File: src/rtl/unit_result_fifo.sv
// unit_result_fifo: circular result buffer behind the `unit` expression stage.
// Captures every valid_in/q_in pair and re-presents it over ready/valid.
// The upstream stage cannot be stalled, so a result that arrives while the
// buffer is full (and nothing leaves that cycle) is dropped and flagged.
// Optional feature: define UNIT_FIFO_DROP_CNT_EN to add the saturating
// drop_cnt port and register.
module unit_result_fifo #(
  parameter int WIDTH     = 16,
  parameter int DEPTH     = 4,
  parameter int CNT_WIDTH = 8
) (
  input  logic                         clk,
  input  logic                         rst,
  input  logic                         valid_in,
  input  logic signed [2*WIDTH-1:0]    q_in,
  output logic                         out_valid,
  input  logic                         out_ready,
  output logic signed [2*WIDTH-1:0]    out_data,
  output logic [$clog2(DEPTH+1)-1:0]   level,
  input  logic                         clr_ovf,
`ifdef UNIT_FIFO_DROP_CNT_EN
  output logic [CNT_WIDTH-1:0]         drop_cnt,
`endif
  output logic                         overflow
);

  localparam int AW = $clog2(DEPTH);
  localparam int LW = $clog2(DEPTH+1);
  localparam int DW = 2*WIDTH;

  logic [DW-1:0] mem_reg [DEPTH];
  logic [AW-1:0] rd_ptr_reg;
  logic [AW-1:0] wr_ptr_reg;
  logic [LW-1:0] level_reg;
  logic [LW-1:0] level_next;
  logic          overflow_reg;

  logic full;
  logic pop;
  logic push;
  logic drop;

  // Handshake decode; full/empty come from the occupancy count, never from
  // pointer equality, so the pointers can wrap freely.
  always_comb begin
    full = (level_reg == LW'(DEPTH));
    pop  = (level_reg != '0) && out_ready;
    push = valid_in && (!full || pop);
    drop = valid_in && full && !pop;
  end

  // Occupancy: +1 on push alone, -1 on pop alone, unchanged otherwise.
  always_comb begin
    level_next = level_reg;
    case ({push, pop})
      2'b10:   level_next = level_reg + LW'(1);
      2'b01:   level_next = level_reg - LW'(1);
      default: level_next = level_reg;
    endcase
  end

  // Storage: cleared on reset so an empty buffer always presents zero.
  always_ff @(posedge clk) begin
    if (!rst) begin
      for (int i = 0; i < DEPTH; i++) begin
        mem_reg[i] <= '0;
      end
    end else if (push) begin
      mem_reg[wr_ptr_reg] <= q_in;
    end
  end

  // Pointers and occupancy; DEPTH is a power of two so pointers wrap naturally.
  always_ff @(posedge clk) begin
    if (!rst) begin
      rd_ptr_reg <= '0;
      wr_ptr_reg <= '0;
      level_reg  <= '0;
    end else begin
      if (push) wr_ptr_reg <= wr_ptr_reg + AW'(1);
      if (pop)  rd_ptr_reg <= rd_ptr_reg + AW'(1);
      level_reg <= level_next;
    end
  end

  // Sticky overflow flag; a drop in the same cycle as a clear wins.
  always_ff @(posedge clk) begin
    if (!rst) begin
      overflow_reg <= 1'b0;
    end else if (drop) begin
      overflow_reg <= 1'b1;
    end else if (clr_ovf) begin
      overflow_reg <= 1'b0;
    end
  end

`ifdef UNIT_FIFO_DROP_CNT_EN
  logic [CNT_WIDTH-1:0] drop_cnt_reg;

  // Saturating drop counter; a drop coinciding with a clear restarts at 1.
  always_ff @(posedge clk) begin
    if (!rst) begin
      drop_cnt_reg <= '0;
    end else if (drop) begin
      if (clr_ovf)
        drop_cnt_reg <= CNT_WIDTH'(1);
      else if (drop_cnt_reg != '1)
        drop_cnt_reg <= drop_cnt_reg + CNT_WIDTH'(1);
    end else if (clr_ovf) begin
      drop_cnt_reg <= '0;
    end
  end

  assign drop_cnt = drop_cnt_reg;
`endif

  assign out_valid = (level_reg != '0);
  assign out_data  = mem_reg[rd_ptr_reg];
  assign level     = level_reg;
  assign overflow  = overflow_reg;

endmodule

File: config.mk
export PLATFORM = sky130hd
export DESIGN_NAME = unit_result_fifo
export DESIGN_NICKNAME = d
export VERILOG_FILES = /design/src/rtl/unit_result_fifo.sv
export SDC_FILE = /design/constraint.sdc
export NUM_CORES = 1
export LEC_CHECK = 0
export ABC_AREA = 1
export BUFFER_PORTS_ARGS = -buffer_cell sky130_fd_sc_hd__buf_2
export CAP_MARGIN = 20
export CORE_MARGIN = 3
export CORE_UTILIZATION = 45
export CTS_CLUSTER_DIAMETER = 100
export DETAILED_ROUTE_END_ITERATION = 7
export GPL_TIMING_DRIVEN = 0
export SYNTH_ARGS = -nofsm -noshare
export SYNTH_HDL_FRONTEND = slang
export SYNTH_SLANG_ARGS = --single-unit
File: constraint.sdc
create_clock -name clk -period 11 [get_ports clk]
set_input_delay 0.55 -clock clk [delete_from_list [all_inputs] [get_ports clk]]
set_output_delay 0.55 -clock clk [all_outputs]
set_load 0.01 [all_outputs]
Word-level counts from Yosys, hierarchy flattened
Memory sizes are Yosys's and may differ from the RTL's. A register that Yosys moved wholly into a read port is not among the register bits.
Cells that the tools add are included.
{"block": "totals", "regBits": 8, "mem_bits_rw": 128, "in_bits": 37, "wordCells": 35, "mem_count": 1}
{"name": "mem_reg", "depth": 4, "width": 32, "rd": 1, "rd_ports_with_merged_regs": 1, "write_ports": 4, "line_no": "31", "source": "logic [DW-1:0] mem_reg [DEPTH];"}
{"block": "op_classes", "add_sub_neg": 4, "n_eq_ne": 3, "mux": 12, "reduce_logical": 11}
{"cell": "$mux W32", "n": 1}
{"cell": "$reduce_or A32 Y1", "n": 1}
{"cell": "$mux W1", "n": 7}
{"cell": "$mux W2", "n": 3}
{"cell": "$pmux W3 S2", "n": 1}
{"cell": "$add A2 B1 Y2 const B", "n": 2}
{"cell": "$logic_and A1 B1 Y1", "n": 4}
{"cell": "$reduce_bool A2 Y1", "n": 2}
{"cell": "$add A3 B1 Y3 const B", "n": 1}
{"cell": "$eq A3 B3 Y1 const B", "n": 1}
{"cell": "$reduce_bool A3 Y1", "n": 1}
{"cell": "$sub A3 B1 Y3 const B", "n": 1}
{"cell": "$eq A2 B1 Y1 const B", "n": 1}
{"cell": "$eq A2 B2 Y1 const B", "n": 1}
{"cell": "$logic_not A1 Y1", "n": 2}
{"cell": "$logic_or A1 B1 Y1", "n": 1}

Longest topological paths before layout
Gate-level depths: netlist of run 1.
{"block": "logic_depth", "depth_word": 9, "ltp_mapped": 12, "depth_no_buf": 12}

Worst setup path before layout of run 1
Ideal clock, no wire load.
{"block": "synth_path", "kind": "input to register", "start": "input port out_ready", "end": "memory mem_reg[0][0] (netlist bit) (enable)", "t_arrival_ns": 3.128, "required_time_ns": 10.534, "slack_ns": 7.406, "path_stages": 4, "path_cell_list": "nor2_2 -> nand2_2 -> nand4_2 -> o21ai_0"}
{"element": "start: declaration", "line_no": "17", "source": "input logic out_ready,"}
{"element": "end: declaration", "line_no": "31"}

==> results of run 1 <==
[layout make-up]
| cell class | count | area, sq um |
|---|---|---|
| fillers | 1195 | 5850 |
| flip-flops and latches | 138 | 4040 |
| multi-input cells | 332 | 1790 |
| clock buffers | 28 | 507 |
| repair buffers | 77 | 468 |
| inverters | 79 | 297 |
| well taps | 176 | 220 |
| plain buffers | 36 | 175 |
| clock inverters | 4 | 43.8 |
[per-layer routing]
metal | vias up | wire length, microns | GRT usage
li1 | 2169 | - | -
met1 | 2216 | 6470 | 0.280
met2 | 162 | 7620 | 0.349
met3 | 18 | 1050 | 0.0459
met4 | 0 | 222 | 0.0746
met5 | - | 0 | 0
[final timing paths]
kind,start,slack (ps),end
max,flop,8380,out_data[29]
min,clr_ovf,390,overflow
max reg2reg,level[0],8750,level[2]
min reg2reg,overflow,480,overflow
[critical path: stages, from the launching register on]
cell	delay, ps
dfxtp_1	330
buf_2	220
clkbuf_1	440
o21ai_0	200
o22ai_1	270
buf_2	190
[layout by cell type, fill, tap and decap left out, types with 2 or more instances in the layout]
master and n:
clkbuf_8 4, buf_6 3, nor2_2 2, clkinv_2 2
nor2_4 29, o21ai_4 4, nand3_1 3, buf_2 84
o21ai_1 4, buf_16 3, dfxtp_1 10, o21ai_0 64
nor2_1 139, o22ai_1 32, inv_2 31, a21oi_1 5
nor3_1 32, clkbuf_16 17, clkbuf_1 27, inv_1 48
nand2_1 11, edfxtp_1 128
[per-stage QoR]
stage | instances | utilization | instance area [sq um]
2_1_floorplan | 585 | - | 6260
3_3_place_gp | 834 | 0.511 | 6850
3_5_place_dp | 838 | 0.522 | 7000
4_1_cts | 870 | 0.563 | 7550
5_1_grt | 870 | 0.563 | 7550
6_report | 870 | 0.563 | 7550
[logic make-up (layout without fill, tap and decap cells)]
logic type | Yosys count | count (layout) | synth area share
fa+ha+maj | 2 | 2 | 0.00519
flops | 138 | 138 | 0.646
buf+inv | 115 | 224 | 0.0753
xor+xnor | 1 | 1 | 0.00140
compound gates | 109 | 109 | 0.0935
simple gates | 220 | 220 | 0.179
[power by group through the flow]
stage	Combinational, mW	Clock (mW)	Sequential (mW)
after floorplan	0.234	0	0.652
after global placement	0.382	0	0.655
after detailed placement	0.398	0	0.652
after CTS	0.400	0.537	0.641
after global routing	0.440	0.559	0.646
final	0.395	0.536	0.641
==> run_results.csv, run 1 <==
group,metric,value,unit
cts,cts_buffers,17,
run_status,status,"complete, no violations",
routing,route.antenna.remaining_nets,0,
cts,cts_tree,"yes",
synth,synth_common_cells,"nor2_1, edfxtp_1, o21ai_0",
worst_setup_path,r2r_cells,11,
cts,cts.repair.resized,0,
sta,fmax,382,MHz
cts,clockBufferDepth,2,
routing,wl,15400,microns
sta,fin_worst_skew,5.08,ps
routing,num_vias,4565,
synth,synth_most_common_cell,"nor2_1",
grt,grt_pass1_vias,4584,
sta,setup_viol,0,
worst_setup_path,critPathLaunchType,"flop",
cts,numClockSinks,138,
sta,slew_headroom,0.469,
sta,final_hold_viol_count,0,
job,drv_cap,0,
min_path,hold_class,"in2reg",
pwr,swShare,0.308,
sta,rsz0062_at_grt,"no",
sta,tightest_slew,794,ps
synth,syn-num-nets,624,
pwr,power,1.57,mW
placement,gp_congestion,0.756,
cts,clk_pin_slew,60,ps
cts,postCtsHoldBufs,0,
cells_and_area,antenna_cells,0,
grt,grt_pass1_wl,24100,microns
min_path,min_path_cells,4,
pwr,comb_power_share,0.251,
worst_setup_path,crit_path_max_fanout,10,
die,die_area,15400,sq um
cells_and_area,area_growth,20.5,%
synth,synth_area_per_cell,10.7,sq um
sta,slew_violations,0,
cts,htreeDepth,4,
cts,postCtsSetupBuffers,0,
pwr,internal-power,1.09,mW
synth,async_flop_share,0,
grt,grt_max_degree,21,
synth,yosysWarningCount,0,
sta,fin_crit_sh,0.238,
placement,place_hpwl,9880,microns
grt,grt_use_total,0.212,
die,die_h,124,microns
grt,antenna_found_initial,0,
pwr,ir_drop,0.0953,mV
cells_and_area,nNetsFinal,720,
placement,io_buffers,73,
synth,synthCells,585,
sta,fin_crit,2620,ps
routing,drc,0,
synth,synth.top_cell.area_share,0.614,
synth,synth-seq-cells,138,
synth,ys.flop_type,"edfxtp_1",
routing,drt_iter0_drc,484,
die,design.core.area,13400,sq um
cells_and_area,drive_gt1_frac,0.268,
worst_setup_path,endpoint_kind,"output pin",
synth,syn_area,6260,sq um
routing,drtPass1Iterations,5,
synth,synth_cell_types,26,
die,initial_core_util,0.467,
placement,preCtsSetupSlack,8470,ps
grt,grt_remaining_overflow,0,
sta,setup_slack,8380,ps
worst_setup_path,required,10450,ps
worst_setup_path,crit_type,"reg2out",
routing,via_per_inst,5.25,
pwr,powerDensity,208,nW/um^2
die,ios,74,
pwr,clkPwrFrac,0.341,
cts,clk_latency,420,ps
sta,setup-tns-final,0,ps
synth,synthTopCellsByArea,"edfxtp_1, nor2_1, o21ai_0",
sta,fin_hold_ws,390,ps
synth,synth-edff-count,128,
worst_setup_path,cp.arrival,2070,ps
pwr,p_seq_frac,0.408,
pwr,p_leak,2.94,nW
pwr,p_sw,0.485,mW
die,rows,42,
die,die_w,124,microns
cells_and_area,largest_reg_flops,128,
synth,yosys.area.top_type,"edfxtp_1",
synth,synth-seq-area-share,0.646,
routing,wl_per_cell,17.7,microns
cts,cts_root_buf,"clkbuf_16",
Power figures use the tool's default switching activity.
==> inputs of run 2 (changes only) <==
clock period = 2.71 ns   (was 11 ns; I/O delays follow)
==> run 2 against run 1 <==
Routed wire length fell by 1.4%. Critical path depth grew 6. Global-route usage decreased by 0.067 points. Sequential share of layout area did not move. Total power increased to 4.0 times the previous value. Non-clock buffer count rose by 1. Final area did not move. Die area unchanged. Highest routed layer unchanged.
==> run_results.csv, run 2 (same netlist as run 1, synthesis figures left out) <==
group,metric,value,unit
grt,grt_pass1_wl,24000,microns
grt,antenna_found_initial,0,
pwr,ir_drop,0.531,mV
job,drv_cap,0,
cells_and_area,drive_gt1_frac,0.266,
pwr,p_leak,2.94,nW
sta,fmax,443,MHz
die,die_h,124,microns
pwr,comb_power_share,0.252,
worst_setup_path,crit_path_max_incr_delay,380,ps
worst_setup_path,worst_path_max_delay_cell,"fa_1",
run_status,status,"complete, no violations",
cts,htreeDepth,4,
sta,slew_headroom,0.493,
cts,numClockSinks,138,
routing,drtPass1Iterations,4,
cts,clk_pin_slew,50,ps
pwr,internal-power,4.39,mW
worst_setup_path,endpoint_kind,"flop",
pwr,clkPwrFrac,0.337,
placement,io_buffers,73,
pwr,swShare,0.307,
pwr,p_sw,1.95,mW
routing,route.antenna.remaining_nets,0,
sta,fin_crit,2260,ps
placement,gp_congestion,0.734,
worst_setup_path,path_common_cell,"nand2_1",
placement,place_hpwl,9680,microns
worst_setup_path,cp.arrival,2570,ps
sta,fin_worst_skew,7.68,ps
routing,drt_iter0_drc,400,
worst_setup_path,crit_path_cell_trace,"nor2_2 -> nand2_2 -> nand2_1 -> ha_1 -> inv_1 -> fa_1 -> or2_2 -> nand2_1 -> nand2_1 -> nand2_1 -> nor2_1",
sta,fin_crit_sh,0.833,
cts,cts_buffers,17,
cells_and_area,area_growth,20.5,%
routing,num_vias,4508,
die,die_w,124,microns
cts,clk_latency,420,ps
sta,final_hold_viol_count,0,
cells_and_area,nNetsFinal,721,
grt,grt_remaining_overflow,0,
worst_setup_path,crit_type,"reg2reg",
die,initial_core_util,0.467,
sta,tightest_slew,758,ps
die,die_area,15400,sq um
grt,grt_pass1_vias,4534,
worst_setup_path,critPathLaunchType,"flop",
cells_and_area,stdcell_count,871,
die,ios,74,
die,rows,42,
cells_and_area,layout_common_cells,"nor2_1, edfxtp_1, buf_2",
cts,postCtsSetupBuffers,0,
sta,rsz0062_at_grt,"no",
sta,slew_violations,0,
cts,clockBufferDepth,2,
routing,wl_per_cell,17.4,microns
routing,via_per_inst,5.18,
grt,grt_max_degree,23,
pwr,powerDensity,840,nW/um^2
sta,setup-tns-final,0,ps
placement,dpl.cell_count,838,
min_path,hold_class,"in2reg",
worst_setup_path,required,3020,ps
routing,drc,0,
sta,setup_viol,0,
die,design.core.area,13400,sq um
cells_and_area,largest_reg_flops,128,
routing,wl,15100,microns
cts,cts_root_buf,"clkbuf_16",
grt,grt_use_total,0.212,
cells_and_area,fin_util,0.563,
cells_and_area,layout_commonest_cell,"nor2_1",
pwr,p_seq_frac,0.411,
cells_and_area,antenna_cells,0,
worst_setup_path,crit_path_max_fanout,6,
cts,cts_tree,"yes",
## run 2: cell count changes in the layout (fill, tap and decap cells not counted), sizes merged
| cell | delta |
|---|---|
| dlygate4sd3 | +1 |
## run 2: layout make-up
cell class                 count  area (sq um)
clock buffer                  28           497
inverter                      79           297
tap                          176           220
fill                        1209          5850
multi-input combinational    332          1790
clock inverter                 4          43.8
buffer                        36           175
sequential                   138          4040
timing repair buffer          78           478
## run 2: worst paths after layout
check	to	slack (ps)	start	cells after the start
worst max-delay path	level[2]	450	level[0]	11
worst min-delay path	overflow	30	out_ready	4
worst max register to register	level[2]	450	level[0]	11
worst min register to register	overflow	470	overflow	2
## run 2: critical path, delay by kind of cell, from the launching register on
family,cells,cell delay [ps]
adder cells (fa/ha/maj),2,610
flip-flops,1,320
buffers and inverters,1,70
AND/OR/NAND/NOR,8,1160
## run 2: stage by stage
stage | worst slack [ps] | cell area, sq um | hold WS [ps] | total power, mW
floorplan | -756 | 6260 | 293 | 3.60
global placement | -2770 | 6850 | 409 | 4.21
detailed placement | 479 | 7000 | 407 | 4.25
CTS | 432 | 7550 | 28.7 | 6.37
global route | 283 | 7550 | 38.4 | 6.67
finish | 451 | 7550 | 31.8 | 6.34
## run 2: power by group through the flow
stage / combinational [mW] / sequential (mW) / clock (mW)
after floorplan: 0.952 / 2.65 / 0
after global placement: 1.56 / 2.66 / 0
after detailed placement: 1.61 / 2.65 / 0
after CTS: 1.62 / 2.60 / 2.15
after global routing: 1.78 / 2.62 / 2.26
final: 1.60 / 2.60 / 2.13
## run 2: layer usage
layer  global-route usage  wire (microns)  vias up
li1                     -               -     2179
met1                0.284            6520     2145
met2                0.336            7400      165
met3               0.0486            1010       19
met4               0.0842             225        0
met5                    0               0        -
## run 2: timing repair
action	CTS	global route
hold endpoints to repair	1	0
resized for setup	0	0
setup endpoints to repair	0	0
hold buffers	1	0
